### src/rtl/io_input_pkg.sv
`default_nettype none
// ============================================================================
// Module      : io_input_pkg
// Description : Shared constants for the board input conditioner. Holds the
//               default debounce length, the switch and button widths, the
//               core IO bus width, the reset (idle) level of each input class,
//               and a helper that sizes the debounce counter.
// Revision    : 1.0 - initial release
// ============================================================================
package io_input_pkg;

  localparam int   DEFAULT_DEBOUNCE_CYCLES = 1_000_000;  // 20 ms at 50 MHz
  localparam int   DEFAULT_SW_WIDTH        = 9;
  localparam int   DEFAULT_BTN_WIDTH       = 4;
  localparam int   CORE_IO_WIDTH           = 32;

  // Idle levels: switches read low, buttons are active-low and read released.
  localparam logic SW_RESET_LEVEL          = 1'b0;
  localparam logic BTN_RESET_LEVEL         = 1'b1;

  // Counter width. The extra bit keeps the width at least 1 when cycles == 1.
  function automatic int debounce_cnt_width(input int cycles);
    return $clog2(cycles) + 1;
  endfunction

endpackage : io_input_pkg
`default_nettype wire

### src/rtl/debounce_cell.sv
`default_nettype none
// ============================================================================
// Module      : debounce_cell
// Description : One input bit. The cell has a 2-flop synchronizer, a
//               stable-level counter, the accepted (debounced) level, and
//               registered one-cycle rise/fall/change pulses.
// Ports       : clk      - rising-edge clock
//               rst      - synchronous active-high reset
//               i_raw    - raw asynchronous pin level
//               o_level  - debounced level
//               o_rise   - one-cycle pulse after an accepted 0->1
//               o_fall   - one-cycle pulse after an accepted 1->0
//               o_change - one-cycle pulse after any accepted transition
// Revision    : 1.0 - initial release
// ============================================================================
module debounce_cell
  import io_input_pkg::*;
#(
  parameter int   DEBOUNCE_CYCLES = DEFAULT_DEBOUNCE_CYCLES,
  parameter logic RESET_LEVEL     = 1'b0
) (
  input  logic clk,
  input  logic rst,
  input  logic i_raw,
  output logic o_level,
  output logic o_rise,
  output logic o_fall,
  output logic o_change
);

  localparam int               CNT_W      = debounce_cnt_width(DEBOUNCE_CYCLES);
  localparam logic [CNT_W-1:0] c_CNT_LAST = CNT_W'(DEBOUNCE_CYCLES - 1);

  logic             r_s1;
  logic             r_s2;
  logic             r_level;
  logic [CNT_W-1:0] r_cnt;
  logic             r_rise;
  logic             r_fall;
  logic             r_change;

  always_ff @(posedge clk) begin
    if (rst) begin
      r_s1     <= RESET_LEVEL;
      r_s2     <= RESET_LEVEL;
      r_level  <= RESET_LEVEL;
      r_cnt    <= '0;
      r_rise   <= 1'b0;
      r_fall   <= 1'b0;
      r_change <= 1'b0;
    end else begin
      r_s1     <= i_raw;
      r_s2     <= r_s1;
      r_rise   <= 1'b0;
      r_fall   <= 1'b0;
      r_change <= 1'b0;
      if (r_s2 == r_level) begin
        // Agreement, or a bounce back: any partial count is discarded.
        r_cnt <= '0;
      end else if (r_cnt == c_CNT_LAST) begin
        // The new level has been stable long enough, so accept it. The pulses
        // appear together with the new level.
        r_level  <= r_s2;
        r_cnt    <= '0;
        r_rise   <= r_s2;
        r_fall   <= ~r_s2;
        r_change <= 1'b1;
      end else begin
        r_cnt <= r_cnt + CNT_W'(1);
      end
    end
  end

  assign o_level  = r_level;
  assign o_rise   = r_rise;
  assign o_fall   = r_fall;
  assign o_change = r_change;

endmodule : debounce_cell
`default_nettype wire

### src/rtl/io_input_conditioner.sv
`default_nettype none
// ============================================================================
// Module      : io_input_conditioner
// Description : Synchronizes and debounces the board slide switches and
//               push-buttons for the core. It also produces one-cycle event
//               pulses.
// Ports       : clk_i         - rising-edge clock
//               rst_i         - synchronous active-high reset
//               sw_i          - raw switch levels
//               key_i         - raw buttons, active-low (0 = pressed)
//               io_sw_o       - zero-extended debounced switches
//               io_btn_o      - debounced buttons, active-low
//               btn_press_o   - pulse on a debounced 1->0 button transition
//               btn_release_o - pulse on a debounced 0->1 button transition
//               sw_change_o   - pulse on any debounced switch transition
// Revision    : 1.0 - initial release
// ============================================================================
module io_input_conditioner
  import io_input_pkg::*;
#(
  parameter int DEBOUNCE_CYCLES = DEFAULT_DEBOUNCE_CYCLES,
  parameter int SW_WIDTH        = DEFAULT_SW_WIDTH,
  parameter int BTN_WIDTH       = DEFAULT_BTN_WIDTH
) (
  input  logic                     clk_i,
  input  logic                     rst_i,
  input  logic [SW_WIDTH-1:0]      sw_i,
  input  logic [BTN_WIDTH-1:0]     key_i,
  output logic [CORE_IO_WIDTH-1:0] io_sw_o,
  output logic [BTN_WIDTH-1:0]     io_btn_o,
  output logic [BTN_WIDTH-1:0]     btn_press_o,
  output logic [BTN_WIDTH-1:0]     btn_release_o,
  output logic [SW_WIDTH-1:0]      sw_change_o
);

  logic [SW_WIDTH-1:0]  w_sw_level;
  logic [SW_WIDTH-1:0]  w_sw_rise_unused;
  logic [SW_WIDTH-1:0]  w_sw_fall_unused;
  logic [BTN_WIDTH-1:0] w_btn_change_unused;

  for (genvar g = 0; g < SW_WIDTH; g++) begin : g_sw
    debounce_cell #(
      .DEBOUNCE_CYCLES (DEBOUNCE_CYCLES),
      .RESET_LEVEL     (SW_RESET_LEVEL)
    ) u_cell (
      .clk      (clk_i),
      .rst      (rst_i),
      .i_raw    (sw_i[g]),
      .o_level  (w_sw_level[g]),
      .o_rise   (w_sw_rise_unused[g]),
      .o_fall   (w_sw_fall_unused[g]),
      .o_change (sw_change_o[g])
    );
  end

  // The buttons are active-low, so a press is a falling level.
  for (genvar g = 0; g < BTN_WIDTH; g++) begin : g_btn
    debounce_cell #(
      .DEBOUNCE_CYCLES (DEBOUNCE_CYCLES),
      .RESET_LEVEL     (BTN_RESET_LEVEL)
    ) u_cell (
      .clk      (clk_i),
      .rst      (rst_i),
      .i_raw    (key_i[g]),
      .o_level  (io_btn_o[g]),
      .o_rise   (btn_release_o[g]),
      .o_fall   (btn_press_o[g]),
      .o_change (w_btn_change_unused[g])
    );
  end

  assign io_sw_o = CORE_IO_WIDTH'(w_sw_level);

endmodule : io_input_conditioner
`default_nettype wire

### config.mk
export PLATFORM = sky130hd
export DESIGN_NAME = io_input_conditioner
export DESIGN_NICKNAME = d
export VERILOG_FILES = /design/src/rtl/io_input_pkg.sv /design/src/rtl/debounce_cell.sv /design/src/rtl/io_input_conditioner.sv
export SDC_FILE = /design/constraint.sdc
export NUM_CORES = 1
export LEC_CHECK = 0
export BUFFER_PORTS_ARGS = -buffer_cell sky130_fd_sc_hd__buf_2
export CAP_MARGIN = 20
export CORE_MARGIN = 8
export CORE_UTILIZATION = 61
export DETAILED_ROUTE_END_ITERATION = 8
export GPL_TIMING_DRIVEN = 0
export HOLD_SLACK_MARGIN = 0.15
export PLACE_DENSITY_LB_ADDON = 0.25
export SLEW_MARGIN = 5
export SYNTH_ARGS = -nofsm -noshare
export SYNTH_HDL_FRONTEND = slang
export SYNTH_SLANG_ARGS = --single-unit
### constraint.sdc
create_clock -name clk_i -period 2.55 [get_ports clk_i]
set_clock_uncertainty 0.05 [all_clocks]
set_input_delay 0.255 -clock clk_i [delete_from_list [all_inputs] [get_ports clk_i]]
set_output_delay 0.255 -clock clk_i [all_outputs]
set_load 0.02 [all_outputs]
Word level (Yosys, flattened, before mapping) --
Cells that the tools add are included.
Storage, ports and cells: flip-flop bits (word level) 329, output and inout port bits 53, logic and storage cells 177
Cells by class: add/subtract/negate cells 13, equality and inequality tests 26, multiplexer cells 9, bitwise operators 21, reductions and logical operators 39
Operators with widths (number):
- $add 21x1->21 const B | 13
- $eq 21x20->1 const B | 13
- $reduce_or 3->1 | 17
- $reduce_and 2->1 | 13
- $not 1->1 | 21
- $reduce_or 2->1 | 9
- $eq 1x1->1 | 13
- $mux 1 | 9

Depth between registers and ports, before layout --
word-level depth 3, depth in mapped cells 6

By module --
A second synthesis with hierarchy kept.
Unflattened totals: cell total of the unflattened synthesis 1672, area, all modules 15112.0 µm²
By module, submodules not included:
- debounce_cell at g_sw[0].u_cell ... | instances 8, cells each 130, area an instance 1156.1 µm², sequential area each 540.5 µm²
- debounce_cell at g_btn[0].u_cell ... | instances 4, cells each 120, area an instance 1137.3 µm², sequential area each 540.5 µm²
- debounce_cell at g_sw[8].u_cell | instances 1, cells each 128, area an instance 1137.3 µm², sequential area each 540.5 µm²
- io_input_conditioner | instances 1, cells each 24, area an instance 176.4 µm², sequential area each 0.0 µm²

Least setup slack after synthesis --
Ideal clock, no wire load.
kind flip-flop to flip-flop, start point reg g_sw[1].u_cell.r_cnt[0], end point reg g_sw[1].u_cell.r_cnt[18], arrival 1.913 ns, slack 0.518 ns, stages on the path, launching flop included 7, path buffers 1, clock period less this slack 2.032 ns, cells stage by stage dfxtp_1 ha_1 nand2_1 or4_1 buf_2 or4_1 a21oi_1
Between the ends: longest elaborated chain between the ends 2, elaborated cells on any way between the ends 3, classes of those cells add/sub (1); eq/ne (1); reduce/logical (1)
RTL lines:
- start, declared | line debounce_cell.sv:37 | logic [CNT_W-1:0] r_cnt;
- start signal, assigned | line debounce_cell.sv:69 | r_cnt <= r_cnt + CNT_W'(1);
- parallel branches: the longest is 2 deep, another holds $add 21x1->21
Several ways; the timed one is not identified. A chain may end at the register's enable or synchronous reset.

Worst setup path after layout --
start point reg g_sw[4].u_cell.r_cnt[0], end point reg g_sw[4].u_cell.r_cnt[5]
Between the ends: longest elaborated chain between the ends 2, elaborated cells on any way between the ends 3, classes of those cells add/sub (1); eq/ne (1); reduce/logical (1)
RTL lines (line):
- start, declared | debounce_cell.sv:37
- start signal, assigned | debounce_cell.sv:69
- parallel branches: the longest is 2 deep, another holds $add 21x1->21
Several ways; the timed one is not identified.

==> results.md <==
- The arrival time at the worst endpoint is 2.64 ns.
- The final count of hold timing violations is 0.
- The type of the tightest min-delay check is register to register.
- In the global route stage, overall resource usage came out at 0.205.
- The number of unique standard cell types used by synthesis is 48.
- The tree built by TritonCTS fans out to 329 sinks.
- The count of buffers added on input and output ports is 44.
- For the worst-skew pair, the clock arrives at the later sink with an insertion delay of 0.51 ns.
- The via count is 12166.
- The fraction of synthesis flops using an asynchronous set or reset pin is 0.
- The total power draw is 10.1 mW.
- The width of the die is 171 um.
- For this run, the share of the core covered by cells in the final layout is 0.702.
- Among all stages on the critical path, the largest delay is contributed by sky130_fd_sc_hd__dfxtp_1.
- In the routed design, unresolved DRC markers number 0.
- The number of storage elements in the synthesis netlist is 329.
- STA puts the critical path data required time at 2.88 ns.
- The most common cell type on the critical path is sky130_fd_sc_hd__clkbuf_1.
- The sum of buffers and inverters on the critical path is 2.
- Entering global routing, the biggest net connects 14 pins.
- The part of the cycle the worst path needs is 0.906.
- In this run the remaining antenna-violating nets after routing total 0.
- The share of total power dissipated in the clock network is 0.470.
- The number of maximum-capacitance violations is 0.
- Counting flops with a built-in enable in the synthesized netlist gives 0.
- Timing would allow up to 433 MHz.
- After synthesis, the mean cell area works out to 8.69 um2.
- In the synthesized netlist, the cells that appear most often are 329 x sky130_fd_sc_hd__dfxtp_1, 197 x sky130_fd_sc_hd__nor2_1, 103 x sky130_fd_sc_hd__a21oi_1, 98 x sky130_fd_sc_hd__nand3_1, 92 x sky130_fd_sc_hd__xor2_1.
- After detailed routing, the total wire length is 29900 um.
- The number of synthesis warnings is 0.
- The switching share of total power is 0.206.
- The max-slew violation count is 0.
- For this design the ratio of total power to cell area is 615 nW/um2.
- The share of total power dissipated in sequential elements is 0.511.
- For this run, the leading register cell type out of synthesis is sky130_fd_sc_hd__dfxtp_1.
- The finished layout holds 2132 standard cells, fillers aside.
- The biggest area contributor in the post-synthesis netlist is sky130_fd_sc_hd__dfxtp_1.
- Traced cell by cell, the critical path runs through ha_1, clkbuf_1, nand4_1, o21ai_0, clkbuf_1, nor2_1.
- The via count of the first global-routing pass is 11249.
- The worst setup path is launched from a register.
- The post-cts sizing count is 0.
- The shortest period the worst path allows is 2.31 ns.
- The kind of cell with the highest combined delay along the critical path is buffers and inverters.
- The setup TNS after final layout is 0 ns.
- Summed over all cells, the static leakage comes to 5.36 nW.
- At the pin with the least slew margin, the transition time is 0.954 ns.
- The number of buffers added for setup after CTS is 0.
- The number of buffers inserted by hold repair at cts is 14.
- The run finished with clean final reports.
- The cell area that synthesis handed to floorplanning was 14600 um2.
- The setup violation total in the final timing report is 0.
- The global route total overflow is 0.
- The effective utilization at floorplan is 0.620.
- After floorplanning, the core was sized to cover 23500 um2.
- The critical setup path kind is register to register.
- The placed cell count is 2060.
- The congestion estimate from routability-driven global placement came to 0.866.
- The CTS tree is built.
- After clock tree synthesis, the clock-pin slew on the worst setup and hold paths is 0.05 ns.
- The part of the Yosys area used for sequential elements is 0.452.
- The global-route wire length before repair is 50800 um.
- In the synthesized netlist, the number of instances is 1675.
- 68 I/O pins were placed.
- Using the TritonRoute via totals, the vias-per-cell ratio works out to 5.71.
- The combinational group share of total power is 0.020.
- Ranked by total cell area, the synthesized netlist is headed by sky130_fd_sc_hd__dfxtp_1 45%, sky130_fd_sc_hd__xor2_1 5.5%, sky130_fd_sc_hd__nor2_1 5.1%.
- The sort of element at the end of the critical path is a register.
- The share of synthesized area in the top cell type comes to 0.452.
- The largest single stage delay on the critical path is 0.45 ns.
- The total number of placement rows is 56.
- The share of post-route cells with drive strength above 1 is 0.100.
- The number of antenna violations at the first check in global routing is 0.
- After the first detailed-routing iteration, the DRC count stood at 798.
- The power dissipated by switching net loads is 2.09 mW.
- The most numerous cell in the Yosys netlist is sky130_fd_sc_hd__dfxtp_1.
- The number of buffers created by CTS is 35.
- The repair_antennas step left the layout with diodes totalling 0.
- At the end of the flow, the number of nets in the layout was 1820.
- The H-tree level count is 2.
- The die is 171 um tall.
- The overall die area is 29100 um2.
- The cell chosen for the clock root is sky130_fd_sc_hd__clkbuf_16.
- The tightest hold path in the finished design has a slack of 0.359 ns.
- The longest clock path from root to sink contains 3 buffers.
- The worst-case IR drop observed on VDD is 0.000461 V.
- The maximum fanout along the worst path is 10.
- The placed wire-length estimate is 20300 um.
- Cell internal power was estimated by the tool at 8.05 mW.
- The first detailed-routing pass took 5 iterations.
- Setup repair after global routing left no endpoint under its margin.
- Headroom to the max-slew limit came out at 0.364.
- The layout overhead on the synthesized area is 13.2%.
- The final routed wire length divided by cell count is 14.0 um.
==> cells in the final DEF, fill, tap and decap left out, drive strengths merged, types with 2 or more instances in the layout <==
| cell | n |
|---|---|
| or4b | 5 |
| ha | 13 |
| xnor2 | 72 |
| nor4b | 11 |
| nor4 | 36 |
| or3 | 65 |
| clkinv | 5 |
| o21ai | 68 |
| clkbuf | 99 |
| nand3 | 100 |
| dfxtp | 329 |
| a211oi | 2 |
| nor3 | 26 |
| o21bai | 2 |
| or4 | 54 |
| o31ai | 37 |
| nor4bb | 3 |
| dlygate4sd3 | 14 |
| nand4 | 88 |
| xor2 | 92 |
| and3 | 35 |
| a21oi | 103 |
| or2 | 13 |
| and4 | 27 |
| conb | 23 |
| nor2 | 197 |
| o21a | 8 |
| and2 | 17 |
| o211ai | 3 |
| nand2b | 4 |
| nor2b | 19 |
| buf | 110 |
| nand2 | 85 |
| nor3b | 3 |
| inv | 38 |
==> power groups by stage <==
stage	registers, mW	clock network, mW	logic [mW]
finish	5.18	4.76	0.200
floorplan	5.29	0	0.131
detailed placement	5.29	0	0.181
CTS	5.18	4.83	0.199
global placement	5.29	0	0.180
global route	5.18	5.06	0.218
==> worst register-to-register path: stages (launching register included) <==
cell and delay (ns):
sky130_fd_sc_hd__dfxtp_1 0.45, sky130_fd_sc_hd__ha_1 0.19, sky130_fd_sc_hd__clkbuf_1 0.32, sky130_fd_sc_hd__nand4_1 0.30, sky130_fd_sc_hd__o21ai_0 0.36, sky130_fd_sc_hd__clkbuf_1 0.42
sky130_fd_sc_hd__nor2_1 0.10
==> per-layer routing <==
layer / share of wire / global-route usage / routed length (um)
met4: 0.023 / 0.0641 / 694
met5: 0 / 0 / 0
met2: 0.48 / 0.352 / 14400
met3: 0.040 / 0.0369 / 1190
met1: 0.46 / 0.257 / 13600
==> through the flow <==
stage | worst slack [ns] | cell area (um2)
2_1_floorplan | 0.518 | 14600
3_3_place_gp | -0.239 | 15300
3_5_place_dp | -0.230 | 15300
4_1_cts | 0.241 | 16500
5_1_grt | 0.0396 | 16500
6_report | 0.239 | 16500
==> path summary, 6_finish.rpt <==
kind | slack [ns] | cells past startpoint | from | end
max | 0.24 | 6 | g_sw[4].u_cell.r_cnt[0] | g_sw[4].u_cell.r_cnt[5]
min | 0.36 | 1 | g_btn[2].u_cell.r_s1 | g_btn[2].u_cell.r_s2
max reg2reg | 0.24 | 6 | g_sw[4].u_cell.r_cnt[0] | g_sw[4].u_cell.r_cnt[5]
min reg2reg | 0.36 | 1 | g_btn[2].u_cell.r_s1 | g_btn[2].u_cell.r_s2
==> layout make-up <==
type,instances,area [um2]
tap,319,399
clock inverter,6,37.5
fill,1886,6990
timing repair buffer,58,360
clock buffer,52,1040
inverter,37,139
multi-input combinational,1218,7280
buffer,113,646
sequential,329,6590
==> cells by family (layout without fill, tap and decap cells) <==
logic type	count (synthesis)	in the layout	share of synthesized area
xor gates and xnor gates	164	164	0.0986
adders and majority gates	13	13	0.0112
AOI/OAI and AO/OA	227	227	0.0881
buffers and inverters	150	266	0.0539
DFF	329	329	0.452
and+or+nand+nor	791	791	0.296
other	1	23	0.000257
==> sequential cells by signal, summed over array words and instances (netlist names) <==
name                  count
g_sw.u_cell.r_cnt       189
g_btn.u_cell.r_cnt       84
g_sw.u_cell.o_change      9
g_sw.u_cell.o_level       9
g_sw.u_cell.r_s1          9
g_sw.u_cell.r_s2          9
g_btn.u_cell.o_fall       4
g_btn.u_cell.o_level      4
g_btn.u_cell.o_rise       4
g_btn.u_cell.r_s1         4
g_btn.u_cell.r_s2         4
No activity file was read; power rests on OpenSTA's default activity.
